===== config.mk =====
export PLATFORM = sky130hd
export DESIGN_NAME = output_display_buffer
export DESIGN_NICKNAME = d
export VERILOG_FILES = /design/src/rtl/output_display_buffer.sv
export SDC_FILE = /design/constraint.sdc
export NUM_CORES = 1
export LEC_CHECK = 0
export BUFFER_PORTS_ARGS = -buffer_cell sky130_fd_sc_hd__buf_2
export CELL_PAD_IN_SITES_DETAIL_PLACEMENT = 0
export CELL_PAD_IN_SITES_GLOBAL_PLACEMENT = 1
export CORE_MARGIN = 2
export CORE_UTILIZATION = 47
export CTS_CLUSTER_SIZE = 40
export DETAILED_ROUTE_END_ITERATION = 16
export PLACE_DENSITY_LB_ADDON = 0.1
export SLEW_MARGIN = 20
export SYNTH_ARGS = -nofsm -noshare
export SYNTH_HDL_FRONTEND = slang
export SYNTH_SLANG_ARGS = --single-unit

===== constraint.sdc =====
create_clock -name clk -period 2.7 [get_ports clk]
set_clock_uncertainty 0.05 [all_clocks]
set_input_delay 0.27 -clock clk [delete_from_list [all_inputs] [get_ports clk]]
set_output_delay 0.27 -clock clk [all_outputs]
set_load 0.02 [all_outputs]

===== src/rtl/output_display_buffer.sv =====
// Output display buffer: captures processor output changes into a 4-entry FIFO
// and shows the head entry on a 2-digit seven-segment display. Macro: OUTBUF_OVERFLOW_OVERWRITE_EN.
module output_display_buffer #(
    parameter int REFRESH_DIV = 4
) (
    input  logic       clk,
    input  logic       reset,
    input  logic [7:0] proc_out,
    input  logic       proc_halt,
    input  logic       next,
    output logic [6:0] seg,
    output logic [1:0] digit_en,
    output logic [2:0] count,
    output logic       full,
    output logic       overflow,
    output logic       halted
);

    typedef logic [REFRESH_DIV-1:0] refresh_t;

    logic [7:0] mem [4];
    logic [1:0] head;
    logic [1:0] tail;
    logic [7:0] prev;
    logic       next_d;
    refresh_t   refresh;

    logic       capture;
    logic       pop;
    logic       wr;
    logic       adv_head;
    logic       ovf;
    logic [3:0] nib;

    assign capture = (proc_out != prev);
    assign pop     = next && !next_d && (count != 3'd0);
    assign full    = (count == 3'd4);

    // Decide FIFO actions; a pop frees a slot so a coincident capture always fits.
    always_comb begin
        wr       = 1'b0;
        adv_head = pop;
        ovf      = 1'b0;
        if (capture) begin
            if (pop || !full) begin
                wr = 1'b1;
            end else begin
                ovf = 1'b1;
`ifdef OUTBUF_OVERFLOW_OVERWRITE_EN
                wr       = 1'b1;
                adv_head = 1'b1;
`else
                wr       = 1'b0;
                adv_head = 1'b0;
`endif
            end
        end
    end

    // FIFO storage is never reset; count==0 hides stale contents.
    always_ff @(posedge clk) begin
        if (!reset && wr) begin
            mem[tail] <= proc_out;
        end
    end

    // Pointers, occupancy and the sticky overflow flag.
    always_ff @(posedge clk) begin
        if (reset) begin
            head     <= 2'd0;
            tail     <= 2'd0;
            count    <= 3'd0;
            overflow <= 1'b0;
        end else begin
            if (wr) begin
                tail <= tail + 2'd1;
            end
            if (adv_head) begin
                head <= head + 2'd1;
            end
            if (wr && !adv_head) begin
                count <= count + 3'd1;
            end else if (adv_head && !wr) begin
                count <= count - 3'd1;
            end
            if (ovf) begin
                overflow <= 1'b1;
            end
        end
    end

    // Input history registers and the sticky halt flag.
    always_ff @(posedge clk) begin
        if (reset) begin
            prev   <= 8'h00;
            next_d <= 1'b0;
            halted <= 1'b0;
        end else begin
            prev   <= proc_out;
            next_d <= next;
            if (proc_halt) begin
                halted <= 1'b1;
            end
        end
    end

    // Free-running refresh counter; digit select flips each time it wraps.
    always_ff @(posedge clk) begin
        if (reset) begin
            refresh  <= '0;
            digit_en <= 2'b01;
        end else begin
            refresh <= refresh + refresh_t'(1);
            if (&refresh) begin
                digit_en <= ~digit_en;
            end
        end
    end

    // Segment decode follows digit_en combinationally so they never skew.
    always_comb begin
        nib = digit_en[1] ? mem[head][7:4] : mem[head][3:0];
        seg = 7'h40;
        if (count != 3'd0) begin
            case (nib)
                4'h0: seg = 7'h3F;
                4'h1: seg = 7'h06;
                4'h2: seg = 7'h5B;
                4'h3: seg = 7'h4F;
                4'h4: seg = 7'h66;
                4'h5: seg = 7'h6D;
                4'h6: seg = 7'h7D;
                4'h7: seg = 7'h07;
                4'h8: seg = 7'h7F;
                4'h9: seg = 7'h6F;
                4'hA: seg = 7'h77;
                4'hB: seg = 7'h7C;
                4'hC: seg = 7'h39;
                4'hD: seg = 7'h5E;
                4'hE: seg = 7'h79;
                default: seg = 7'h71;
            endcase
        end
    end

endmodule


==> Yosys cells after proc, flatten, opt, wreduce, memory -nomap -nowiden <==
Memory sizes are Yosys's and may differ from the RTL's. A register that Yosys moved wholly into a read port is not among the register bits.
Cells that the tools add are included.
{ "op_classes": {"n_addsub": 5, "multipliers": 0, "div_mod_pow": 0, "order_cmp": 0, "eq_ne": 2, "shifts": 0, "mux": 14, "bitwise_logic": 1, "reduce_logical": 14} }
{ "ops": {"columns": ["cell", "n"], "rows": [
  ["2-to-1 mux 1 bit", 8],
  ["inequality test 8 bit", 1],
  ["2-to-1 mux 7 bit", 1],
  ["2-to-1 mux 3 bit", 2],
  ["logical AND 1 bit", 5],
  ["logical NOT 1 bit", 5],
  ["adder 2 x 1 -> 2 bit, second input constant", 2],
  ["adder 4 x 1 -> 4 bit, second input constant", 1],
  ["2-to-1 mux 2 bit", 2],
  ["2-to-1 mux 4 bit", 1],
  ["AND reduction 4 bit", 1],
  ["adder 3 x 1 -> 3 bit, second input constant", 1],
  ["== test 3 bit, second input constant", 1],
  ["nonzero test 3 bit", 1],
  ["subtractor 3 x 1 -> 3 bit, second input constant", 1],
  ["NOT 2 bit", 1],
  ["nonzero test 2 bit", 1],
  ["logical OR 1 bit", 1]
]} }
{ "word_totals": {"reg_bits": 24, "latchBits": 0, "ramBits": 32, "mem_bits_ro": 112, "in_bits": 12, "output_inout_bits": 15, "elab_cells": 47, "memories": 2} }
{ "memory_table": {"columns": ["memory", "words", "word_bits", "read_ports", "rd_clocked_by_memory_dff", "wr", "line_no", "source"], "rows": [
  ["(name not given)", 16, 7, 1, 0, 0, "125", "case (nib)"],
  ["mem", 4, 8, 1, 1, 1, "21", "logic [7:0] mem [4];"]
]} }

==> Depth between registers and ports, before layout <==
Gate-level depths: netlist (run 1).
{ "depth": {"ltp_word": 10, "mapped_depth": 10, "depth_no_buf": 10} }

==> Worst setup path after synthesis (run 1) <==
Ideal clock, no wire load.
{ "synth_timing": {"path_type": "register to output", "start": "register with a tool-made name", "end": "output port seg[5]", "arrival_time_ns": 2.310, "slack_ns": 0.070, "path_stages_with_launch": 9, "path_buffers": 1, "cell_sequence": "dfxtp_1 -> buf_6 -> mux4_1 -> mux2i_4 -> inv_1 -> ha_1 -> nand3_1 -> o21ai_1 -> a221oi_1"} }
{ "synth_rtl": {"columns": ["item", "line_no", "source"], "rows": [
  ["end: declaration", "11", "output logic [6:0] seg,"]
]} }

==> flow_metrics.py, run 1 <==
metrics = {
    "status": {
        "outcome": "complete, no violations",
    },
    "worst_setup_path": {
        "path_cells": "buf_8, mux4_2, mux2i_4, nand3_2, nor3b_2, a211o_1, buf_6",
        "cp-start-kind": "flop",
        "crit_type": "reg2out",
        "path_delay_family": "multiplexers",
        "worst_ep_required_time_ns": 2.38,
        "slowest_stage": "mux4_2",
        "end_kind": "output pin",
        "cp_slowest_stage_delay_ns": 0.56,
        "path_buf_inv": 2,
        "cp.arrival_ns": 2.34,
        "critPathMaxFanout": 6,
    },
    "synthesis": {
        "seq_area_frac_synth_pct": 56.4,
        "netlist_instances": 200,
        "synth_edf_count": 32,
        "synth_top_family_by_area": "simple AND/OR/NAND/NOR gates",
        "syn-num-nets": 224,
        "async_flop_share_pct": 0,
        "yosysUniqueCellTypes": 42,
        "synthFlopType": "edfxtp_1",
        "syn_area_um2": 2630,
        "synth-simple-area-share_pct": 11.9,
        "yosysMostFrequentCell": "edfxtp_1",
        "synth_seq_cells": 58,
        "synth_common_cells": "edfxtp_1 (32), dfxtp_1 (26), nor2_1 (21)",
        "synth_mux_area_share_pct": 11.4,
        "syn_avg_cell_area_um2": 13.1,
        "synthAdderAreaFrac_pct": 6.00,
        "yosysWarnings": 0,
        "synthTopCellsByArea": "edfxtp_1 (37%), dfxtp_1 (20%), ha_1 (5.2%)",
        "synth_xor_area_share_pct": 5.67,
        "synth_compound_area_share_pct": 6.29,
        "synth_largest_area_cell": "edfxtp_1",
        "synth_top_area_share_pct": 36.6,
    },
    "global_routing": {
        "overflow": 0,
        "antenna_found_initial": 0,
        "grt_pass1_vias": 1710,
        "grt_max_degree": 27,
        "grt_use_total_pct": 19.0,
        "grt_pass1_wl_mm": 8.60,
    },
    "place": {
        "dpl.hpwl_mm": 3.69,
        "gp_congestion": 0.900,
        "pre_cts_slack_ns": 0.0854,
        "io_buffers": 26,
        "place_area_um2": 2850,
    },
    "clock_tree": {
        "htree_levels": 3,
        "clk_pin_slew_ns": 0.07,
        "clk_latency_ns": 0.34,
        "cts.sinks": 58,
        "cts_tree": "built",
        "cts_made_buffers": 9,
        "clockBufferDepth": 2,
        "cts_root_buf": "clkbuf_8",
    },
    "routing": {
        "avgRoutedWirePerCell_um": 16.5,
        "met1_length_mm": 2.16,
        "drc": 0,
        "routed_wl_mm": 5.22,
        "dr_wl_met3_um": 146,
        "wl_met2_mm": 2.83,
        "drt-initial-drc-count": 57,
        "top_layer": "met4",
        "ant_nets": 0,
        "vias": 1643,
        "vias_per_cell": 5.18,
        "first_pass_iters": 4,
    },
    "final_layout": {
        "nets": 264,
        "diodes": 0,
        "drive_above_1_share_pct": 33.5,
        "syn_to_final_growth_pct": 21.2,
        "final_area_um2": 3180,
    },
    "sta": {
        "fin_crit_ns": 2.66,
        "setup_ws_ns": 0.0441,
        "worst_pin_slew_ns": 0.490,
        "hold_viol": 0,
        "max_freq_mhz": 377,
        "rsz0062_at_grt": "true",
        "final_max_slew_viol_count": 0,
        "setup-violations-final": 0,
        "final.period_utilization_pct": 98.4,
        "hold_ws_ns": 0.0856,
        "slew_headroom_pct": 67.4,
        "final.setup.tns_ns": 0,
    },
    "power_and_ir_drop": {
        "powerDensity_nw_per_um2": 998,
        "ir_drop_uv": 487,
        "power.static_leakage_nw": 1.20,
    },
    "die": {
        "die_h_um": 78.8,
        "core-area_um2": 5440,
        "initial_core_util_pct": 48.3,
        "dieArea_um2": 6200,
        "row_count": 27,
        "die_w_um": 78.8,
        "io_pins": 27,
    },
    "run": {
        "max_cap_violations": 0,
    },
    "hold_path": {
        "min_path_type": "in2reg",
    },
}
==> placed cells by master, fill, tap and decap left out, types with 8 or more instances in the layout <==
cell	instances
clkbuf_8	9
nor2b_1	12
edfxtp_1	32
buf_2	22
buf_4	9
nor2_1	20
ha_1	8
xnor2_1	11
dfxtp_1	23
nand2_1	8
==> metal layers <==
| metal | vias up | GRT usage [%] |
|---|---|---|
| met5 | - | 0 |
| met4 | 0 | 8.77 |
| met3 | 9 | 5.23 |
| met2 | 28 | 33.3 |
| met1 | 809 | 21.4 |
| li1 | 797 | - |
==> flip-flops by register name, summed over array words and instances, names as in the netlist, named ones only <==
| name | flops |
|---|---|
| mem | 32 |
| overflow | 1 |
| head | 2 |
| prev | 8 |
| refresh | 4 |
| next_d | 1 |
| count | 3 |
| digit_en | 2 |
| halted | 1 |
| tail | 2 |
==> kinds of logic (layout without fill, tap and decap cells) <==
group                      Yosys count  in the layout
and+or+nand+nor                     62             62
DFF                                 58             58
AOI/OAI and AO/OA                   20             20
xor gates and xnor gates            17             17
muxes                               17             17
buffers and inverters               14             59
adders and majority gates           12             12
==> cell type report <==
type,instances,area (µm²)
clock buffers,10,149
multi-input cells,128,1140
flip-flops and latches,58,1490
fillers,460,2250
repair buffers,34,215
clock inverters,6,63.8
well taps,72,90.1
inverters,9,33.8
==> per-stage QoR <==
step / utilization, % / std cells / power, mW
6_report: 58.5 / 317 / 3.18
5_1_grt: 58.5 / 317 / 3.37
4_1_cts: 56.8 / 315 / 3.06
3_5_place_dp: 52.4 / 297 / 2.17
3_3_place_gp: 52.4 / 297 / 2.12
2_1_floorplan: - / 200 / 1.88
==> worst register-to-register path: cells and delay by family (launching register included) <==
| kind | cells | cell delay [ns] |
|---|---|---|
| buffers and inverters | 2 | 0.17 |
| flip-flops | 1 | 0.41 |
| XOR/XNOR | 1 | 0.07 |
| AND/OR/NAND/NOR | 3 | 0.90 |
| AO/OA/AOI/OAI | 2 | 0.25 |
| adder cells (fa/ha/maj) | 2 | 0.40 |
==> worst paths after layout <==
path	start	to	cells past startpoint	slack, ns
max reg2reg	count[2]$_SDFFE_PP0P_	count[2]$_SDFFE_PP0P_	10	0.38
min reg2reg	refresh[0]$_SDFF_PP0_	refresh[0]$_SDFF_PP0_	1	0.41
max	flop	seg[0]	7	0.04
min	proc_halt	halted$_SDFFE_PP0P_	3	0.09
==> report_power, final <==
part / total (mW) / internal (mW) / leakage (nW) / switching (mW)
clock network: 0.826 / 0.480 / 0.105 / 0.347
logic: 1.21 / 0.543 / 0.583 / 0.665
registers: 1.14 / 1.06 / 0.510 / 0.0829
==> what timing repair did <==
action                     4_1_cts  5_1_grt
buffers inserted                 2        2
pin swaps                        1        4
hold buffers                     0        0
setup endpoints to repair        7        6
gates resized for setup         15       19
(Power assumes the default switching activity.)
==> run 2: changes to the inputs <==
--- a/config.mk
+++ b/config.mk
@@ -13,6 +13,8 @@
 export CTS_CLUSTER_SIZE = 40
 export DETAILED_ROUTE_END_ITERATION = 16
 export PLACE_DENSITY_LB_ADDON = 0.1
+export REMOVE_ABC_BUFFERS = 1
+export SKIP_CTS_REPAIR_TIMING = 1
 export SLEW_MARGIN = 20
 export SYNTH_ARGS = -nofsm -noshare
 export SYNTH_HDL_FRONTEND = slang
==> flow_metrics.py, run 2 (synthesis gave the netlist of run 1 again) <==
metrics = {
    "worst_setup_path": {
        "critPathMaxFanout": 6,
        "rr_endpoint": "count[2]$_SDFFE_PP0P_",
        "end_kind": "output pin",
        "crit_type": "reg2out",
        "cp_slowest_stage_delay_ns": 0.54,
        "path_delay_family": "multiplexers",
        "worstReg2RegStart": "count[2]$_SDFFE_PP0P_",
        "worst_ep_required_time_ns": 2.38,
        "slowest_stage": "mux4_2",
        "critPathCapture": "seg[0]",
        "r2r_setup_slack_ns": 0.46,
        "cp.depth": 7,
        "rr_worst_depth": 10,
        "path_cells": "mux4_2, mux2i_4, inv_2, ha_2, nor4_2, a211o_1, buf_4",
        "cp.arrival_ns": 2.37,
        "path_buf_inv": 2,
        "cp-start-kind": "flop",
    },
    "global_routing": {
        "overflow": 0,
        "grt_pass1_vias": 1686,
        "grt_max_degree": 27,
        "antenna_found_initial": 0,
        "grt_use_total_pct": 18.0,
        "grt_pass1_wl_mm": 8.11,
    },
    "power_and_ir_drop": {
        "powerDensity_nw_per_um2": 989,
        "power_mw": 3.09,
        "power.static_leakage_nw": 1.18,
        "ir_drop_uv": 499,
    },
    "die": {
        "io_pins": 27,
        "die_h_um": 78.8,
        "die_w_um": 78.8,
        "dieArea_um2": 6200,
        "initial_core_util_pct": 48.3,
        "row_count": 27,
        "core-area_um2": 5440,
    },
    "routing": {
        "avgRoutedWirePerCell_um": 16.0,
        "dr_wl_met3_um": 124,
        "vias_per_cell": 5.13,
        "vias": 1622,
        "first_pass_iters": 4,
        "routed_wl_mm": 5.05,
        "met1_length_mm": 2.19,
        "wl_met2_mm": 2.71,
        "ant_nets": 0,
        "drt-initial-drc-count": 71,
        "drc": 0,
        "top_layer": "met4",
    },
    "sta": {
        "final_max_slew_viol_count": 0,
        "slew_headroom_pct": 68.2,
        "hold_viol": 0,
        "setup-violations-final": 0,
        "setup_ws_ns": 0.00534,
        "rsz0062_at_grt": "true",
        "worst_pin_slew_ns": 0.476,
        "final.period_utilization_pct": 99.8,
        "fin_crit_ns": 2.69,
        "max_freq_mhz": 371,
    },
    "clock_tree": {
        "cts.sinks": 58,
        "clockBufferDepth": 2,
        "clk_latency_ns": 0.32,
        "htree_levels": 3,
        "cts_tree": "built",
        "clk_pin_slew_ns": 0.07,
        "cts_root_buf": "clkbuf_8",
        "cts_made_buffers": 9,
    },
    "status": {
        "outcome": "complete, no violations",
    },
    "final_layout": {
        "final_common_cell": "edfxtp_1",
        "syn_to_final_growth_pct": 19.1,
        "diodes": 0,
        "top_register": "mem",
        "drive_above_1_share_pct": 30.3,
        "nets": 263,
        "largest_register_ffs": 32,
        "final_cell_mix": "edfxtp_1 (32), dfxtp_1 (23), buf_2 (22), nor2_1 (21), nor2b_1 (12)",
        "top_regs": "mem x32, prev x8, refresh x4",
    },
    "place": {
        "pre_cts_slack_ns": -0.00208,
        "io_buffers": 26,
        "gp_congestion": 0.857,
        "dpl.hpwl_mm": 3.57,
    },
    "hold_path": {
        "worstHoldStart": "proc_halt",
        "min_path_type": "in2reg",
    },
    "run": {
        "max_cap_violations": 0,
    },
}
run 2: final cells by class:
type	instances	area, µm²
fillers	459	2310
flip-flops and latches	58	1490
multi-input cells	128	1120
repair buffers	33	193
clock buffers	10	128
well taps	72	90.1
clock inverters	6	81.3
inverters	9	33.8
run 2: how the worst min path moves through the flow:
stage,end,slack [ns],cells after the start
2_1_floorplan,refresh[0]$_SDFF_PP0_,0.29,1
3_3_place_gp,refresh[0]$_SDFF_PP0_,0.38,1
3_5_place_dp,refresh[0]$_SDFF_PP0_,0.39,1
4_1_cts,halted$_SDFFE_PP0P_,0.1,3
5_1_grt,halted$_SDFFE_PP0P_,0.09,3
6_report,halted$_SDFFE_PP0P_,0.11,3
run 2: routing by layer:
layer | track usage [%] | vias to the layer above
li1 | - | 797
met1 | 20.2 | 799
met2 | 32.1 | 22
met3 | 5.91 | 4
met4 | 5.79 | 0
met5 | 0 | -
run 2: power by group:
| group | internal [mW] | leakage [nW] | switching [mW] |
|---|---|---|---|
| registers | 1.06 | 0.510 | 0.0824 |
| logic | 0.487 | 0.570 | 0.628 |
| clock network | 0.513 | 0.104 | 0.325 |
| total | 2.06 | 1.18 | 1.03 |
run 2: metrics by stage:
step	std cells	util, %	area, µm²	TNS (ns)	hold WS, ns
3_3_place_gp	299	52.7	2870	0	0.379
2_1_floorplan	195	-	2600	-0.166	0.287
5_1_grt	316	57.5	3130	-0.429	0.0852
3_5_place_dp	299	52.7	2870	-0.00208	0.387
4_1_cts	315	56.5	3070	-1.83	0.0967
6_report	316	57.5	3130	0	0.108
run 2: worst min-delay path: stages:
cell    delay, ns
buf_2        0.08
nor2_1       0.03
nor2_1       0.07
